--- config.mk ---
export PLATFORM = sky130hd
export DESIGN_NAME = spi_cmd_seq
export DESIGN_NICKNAME = d
export VERILOG_FILES = /design/src/rtl/spi_cmd_seq.sv
export SDC_FILE = /design/constraint.sdc
export NUM_CORES = 1
export LEC_CHECK = 0
export ABC_CLOCK_PERIOD_IN_PS = 4500
export BUFFER_PORTS_ARGS = -buffer_cell sky130_fd_sc_hd__buf_2
export CAP_MARGIN = 5
export CORE_MARGIN = 1
export CORE_UTILIZATION = 30
export CTS_CLUSTER_DIAMETER = 30
export DETAILED_ROUTE_END_ITERATION = 8
export MAX_ROUTING_LAYER = met4
export RECOVER_POWER = 100
export SYNTH_ARGS = -nofsm -noshare
export SYNTH_HDL_FRONTEND = slang
export SYNTH_SLANG_ARGS = --single-unit
--- constraint.sdc ---
create_clock -name i_clk -period 4.5 [get_ports i_clk]
set_clock_uncertainty 0.1 [all_clocks]
set_input_delay 0.45 -clock i_clk [delete_from_list [all_inputs] [get_ports i_clk]]
set_output_delay 0.45 -clock i_clk [all_outputs]
set_load 0.005 [all_outputs]
--- src/rtl/spi_cmd_seq.sv ---
// Command sequencer in front of the SPI master: queues 14-bit command words,
// issues them one at a time, and returns each read byte (or a timeout marker).
module spi_cmd_seq #(
    parameter int unsigned DEPTH   = 4,
    parameter int unsigned TIMEOUT = 31
) (
    input  logic        i_clk,
    input  logic        i_rst,
    input  logic [13:0] i_cmd_data,
    input  logic        i_cmd_sel,
    input  logic        i_cmd_valid,
    output logic        o_cmd_ready,
    output logic [7:0]  o_rsp_data,
    output logic        o_rsp_sel,
    output logic        o_rsp_timeout,
    output logic        o_rsp_valid,
    input  logic        i_rsp_ready,
    output logic [13:0] o_m_data_in,
    output logic        o_m_cs_sel,
    output logic        o_m_tx_valid,
    input  logic        i_m_rx_ready,
    input  logic [7:0]  i_m_data_out,
    output logic        o_busy
);

    localparam int unsigned AW = $clog2(DEPTH);
    localparam int unsigned CW = AW + 1;
    localparam int unsigned TW = $clog2(TIMEOUT);

    typedef enum logic [1:0] {
        IDLE,
        ISSUE,
        WAIT_ACC,
        WAIT_DONE
    } state_t;

    state_t        r_state;
    logic [14:0]   r_mem [DEPTH];
    logic [AW-1:0] r_wptr;
    logic [AW-1:0] r_rptr;
    logic [CW-1:0] r_count;
    logic [TW-1:0] r_tmo;
    logic [13:0]   r_m_data_in;
    logic          r_m_cs_sel;
    logic          r_m_tx_valid;
    logic [7:0]    r_rsp_data;
    logic          r_rsp_sel;
    logic          r_rsp_timeout;
    logic          r_rsp_valid;

    logic          w_full;
    logic          w_empty;
    logic          w_push;
    logic          w_slot_free;
    logic          w_start;
    logic [14:0]   w_head;

    assign w_full      = (r_count == CW'(DEPTH));
    assign w_empty     = (r_count == '0);
    assign w_push      = i_cmd_valid && !w_full;
    assign w_slot_free = !r_rsp_valid || i_rsp_ready;
    assign w_start     = (r_state == IDLE) && !w_empty && w_slot_free;
    assign w_head      = r_mem[r_rptr];

    // Storage carries no reset; occupancy is tracked by the pointers and count.
    always_ff @(posedge i_clk) begin
        if (w_push) begin
            r_mem[r_wptr] <= {i_cmd_sel, i_cmd_data};
        end
    end

    always_ff @(posedge i_clk) begin
        if (i_rst) begin
            r_state       <= IDLE;
            r_wptr        <= '0;
            r_rptr        <= '0;
            r_count       <= '0;
            r_tmo         <= '0;
            r_m_data_in   <= '0;
            r_m_cs_sel    <= 1'b0;
            r_m_tx_valid  <= 1'b0;
            r_rsp_data    <= '0;
            r_rsp_sel     <= 1'b0;
            r_rsp_timeout <= 1'b0;
            r_rsp_valid   <= 1'b0;
        end else begin
            if (w_push) begin
                r_wptr <= r_wptr + 1'b1;
            end
            if (w_start) begin
                r_rptr <= r_rptr + 1'b1;
            end
            case ({w_push, w_start})
                2'b10:   r_count <= r_count + 1'b1;
                2'b01:   r_count <= r_count - 1'b1;
                default: r_count <= r_count;
            endcase

            r_m_tx_valid <= 1'b0;
            // A response loaded below on the same edge overrides this clear.
            if (r_rsp_valid && i_rsp_ready) begin
                r_rsp_valid <= 1'b0;
            end

            case (r_state)
                IDLE: begin
                    if (w_start) begin
                        r_m_data_in  <= w_head[13:0];
                        r_m_cs_sel   <= w_head[14];
                        r_m_tx_valid <= 1'b1;
                        r_tmo        <= '0;
                        r_state      <= ISSUE;
                    end
                end
                ISSUE: begin
                    r_state <= WAIT_ACC;
                end
                WAIT_ACC, WAIT_DONE: begin
                    if (r_state == WAIT_DONE && i_m_rx_ready) begin
                        r_rsp_data    <= i_m_data_out;
                        r_rsp_sel     <= r_m_cs_sel;
                        r_rsp_timeout <= 1'b0;
                        r_rsp_valid   <= 1'b1;
                        r_state       <= IDLE;
                    end else if (r_tmo == TW'(TIMEOUT - 1)) begin
                        r_rsp_data    <= '0;
                        r_rsp_sel     <= r_m_cs_sel;
                        r_rsp_timeout <= 1'b1;
                        r_rsp_valid   <= 1'b1;
                        r_state       <= IDLE;
                    end else begin
                        r_tmo <= r_tmo + 1'b1;
                        if (r_state == WAIT_ACC && !i_m_rx_ready) begin
                            r_state <= WAIT_DONE;
                        end
                    end
                end
                default: r_state <= IDLE;
            endcase
        end
    end

    assign o_cmd_ready   = !w_full;
    assign o_busy        = (r_state != IDLE);
    assign o_m_data_in   = r_m_data_in;
    assign o_m_cs_sel    = r_m_cs_sel;
    assign o_m_tx_valid  = r_m_tx_valid;
    assign o_rsp_data    = r_rsp_data;
    assign o_rsp_sel     = r_rsp_sel;
    assign o_rsp_timeout = r_rsp_timeout;
    assign o_rsp_valid   = r_rsp_valid;

endmodule
==> reports/metrics.cfg <==
[outcome]
outcome=finished with violations
violations=capacitance limit, slew limit

[clocking]
clk_path_buf_depth=2
cts_inserted_buffers=9
hold_buffers=0
clock-sinks=101
clk_pin_slew_ns=0.06
htree_levels=3
cts_root_buffer=clkbuf_16
clkLatencyLatePin_ns=0.34
cts_post_setup_buffers_inserted=0
tritoncts=done
cts_resized=0

[sta]
max_clock_freq_ghz=0.317
fin_crit_sh_pct=70.1
slew_headroom_pct=-1.75
finalMaxSlewViolations=34
period_needed_ns=3.15
final-hold-violation-count=0
tns_ns=0
tightest_slew_ns=1.53
whs_ns=0.219
rsz0062_at_grt=false
setup_viol=0
setup_slack_ns=1.35

[synth]
synth_area_leaders=edfxtp_1, dfxtp_1, mux4_2
synth_largest_area_cell=edfxtp_1
syn_nets=316
syn_avg_cell_area_um2=14.6
yosysSeqAreaShare_pct=64.3
ys_seq_elements=101
ys_types=44
syn_area_um2=4080
yosysWarningCount=0
syn_inst=280
synth_top_area_share_pct=44.2

[floorplanning]
io_pins=57
die_h_um=119
initial_core_util_pct=30.8
die_w_um=119
rows=42
core_area_um2=13200
die_area_um2=14100

[drt]
ant_nets=0
drtIter0Drc=120
wl_um=8350
drc=0
route.met3.wl_um=419
wl_met2_um=4280
viasPerCell=4.92
wl_per_cell_um=16.4
dr.max_layer_used=met4
wirelength_met1_um=3580
dr.pass1.iters=4
vias=2499

[setup_path]
path_delay_family=buffers and inverters
cp_max_fo=33
cp-start-kind=input port
cp_cell_sequence=clkbuf_1 -> clkinv_1 -> and3_1 -> a32o_1
reg2reg_slack_ns=1.42
cp-end-kind=flop
cp.depth=4
critical_path.slowest_cell=clkbuf_1
r2r_cells=9
critPathKind=in -> reg
slowest_delay_ns=1.08
crit_arrival_ns=3.28
crit_required_ns=4.63
path_buf_inv=2

[grt]
grt_max_degree=34
antenna_found_initial=1
grtUsageTotal_pct=13.0
overflow=0
grt_pass1_vias=2558
grt_first_pass_wirelength_um=13300

[final_layout]
final_cells=508
fill_cells=1313
final_common_cell=edfxtp_1
fin_util_pct=35.5
stdcell_area_um2=4710
layout_common_cells=edfxtp_1, dfxtp_1, buf_2, clkbuf_1, a21oi_1
fin_nets=362
synthToLayoutAreaGrowth_pct=15.4
drive_gt1_share_pct=20.5

[pwr]
total_power_mw=2.73
ir_drop_mv=0.201
power_frac_clock_pct=26.4
pwr-share-seq_pct=45.7
power.internal_mw=1.83
switching_share_pct=33.0
p_leak_nw=1.64
power_density_nw_per_um2=579
pwr-share-comb_pct=27.9
p_switching_mw=0.899

[job]
cap_viol_max_count=1

[placed_design]
dp_hpwl_um=5460
io_buffers=56
placedInstanceArea_um2=4460
place.gp.congestion=0.734
pre_cts_slack_ns=1.62
placed_cells=491

[worst_hold_path]
whs_path_depth=2
hold_class=in -> reg

cells in the mapped netlist (all sizes together):
cell type	number
a211oi	1
a21bo	1
a21boi	1
a21o	2
a21oi	23
a32o	8
a41o	1
and2	1
and3	6
and4	1
buf	17
clkbuf	6
clkinv	1
dfxtp	41
edfxtp	60
fa	1
ha	7
inv	8
mux2	1
mux2i	1
mux4	15
nand2	7
nand2b	1
nand3	8
nand3b	1
nand4	18
nor2	7
nor2b	2
nor3	1
o21ai	2
o221ai	2
o31ai	17
o32ai	2
or3	2
or3b	1
or4	3
or4bb	1
xor2	2
cells by family after synthesis:
family | synth area share (%)
buffers and inverters | 4.02
AO/OA/AOI/OAI | 10.7
adder cells (fa/ha/maj) | 2.64
multiplexers | 8.80
flip-flops | 64.3
XOR/XNOR | 0.430
AND/OR/NAND/NOR | 9.11
power by group through the flow:
stage	logic [mW]	clock network, mW	registers [mW]
after global routing	0.849	0.781	1.27
final	0.760	0.720	1.25
after floorplan	0.612	0	1.23
after detailed placement	0.785	0	1.28
after global placement	0.767	0	1.27
after CTS	0.789	0.745	1.26
worst paths after layout:
kind,from,to
worst max-delay path,i_rst,o_rsp_data[4]
worst min-delay path,i_m_data_out[6],o_rsp_data[6]
worst max register to register,r_state[1],r_count[2]
worst min register to register,o_m_data_in[0],o_m_data_in[0]
area by class of cell:
| class | instances | area [um^2] | area share [%] |
|---|---|---|---|
| Sequential cell | 101 | 2620 | 55.7 |
| Antenna cell | 1 | 2.50 | 0.0532 |
| Clock buffer | 9 | 225 | 4.79 |
| Clock inverter | 7 | 60.1 | 1.28 |
| Inverter | 9 | 33.8 | 0.718 |
| Multi-Input combinational cell | 147 | 1280 | 27.1 |
| Timing Repair Buffer | 58 | 265 | 5.64 |
| Tap cell | 176 | 220 | 4.68 |
sequential cells by signal (all words and copies together), names as in the netlist:
name and count:
o_m_cs_sel 1, o_m_data_in 14, o_m_tx_valid 1, o_rsp_data 8
o_rsp_sel 1, o_rsp_timeout 1, o_rsp_valid 1, r_count 3
r_mem 60, r_rptr 2, r_state 2, r_tmo 5
r_wptr 2
routing by layer:
| layer | up-vias | global-route usage, % |
|---|---|---|
| met5 | - | - |
| met4 | 0 | 5.06 |
| met3 | 4 | 3.67 |
| met2 | 66 | 21.2 |
| met1 | 1234 | 15.1 |
| li1 | 1195 | - |
(Power assumes the default switching activity.)
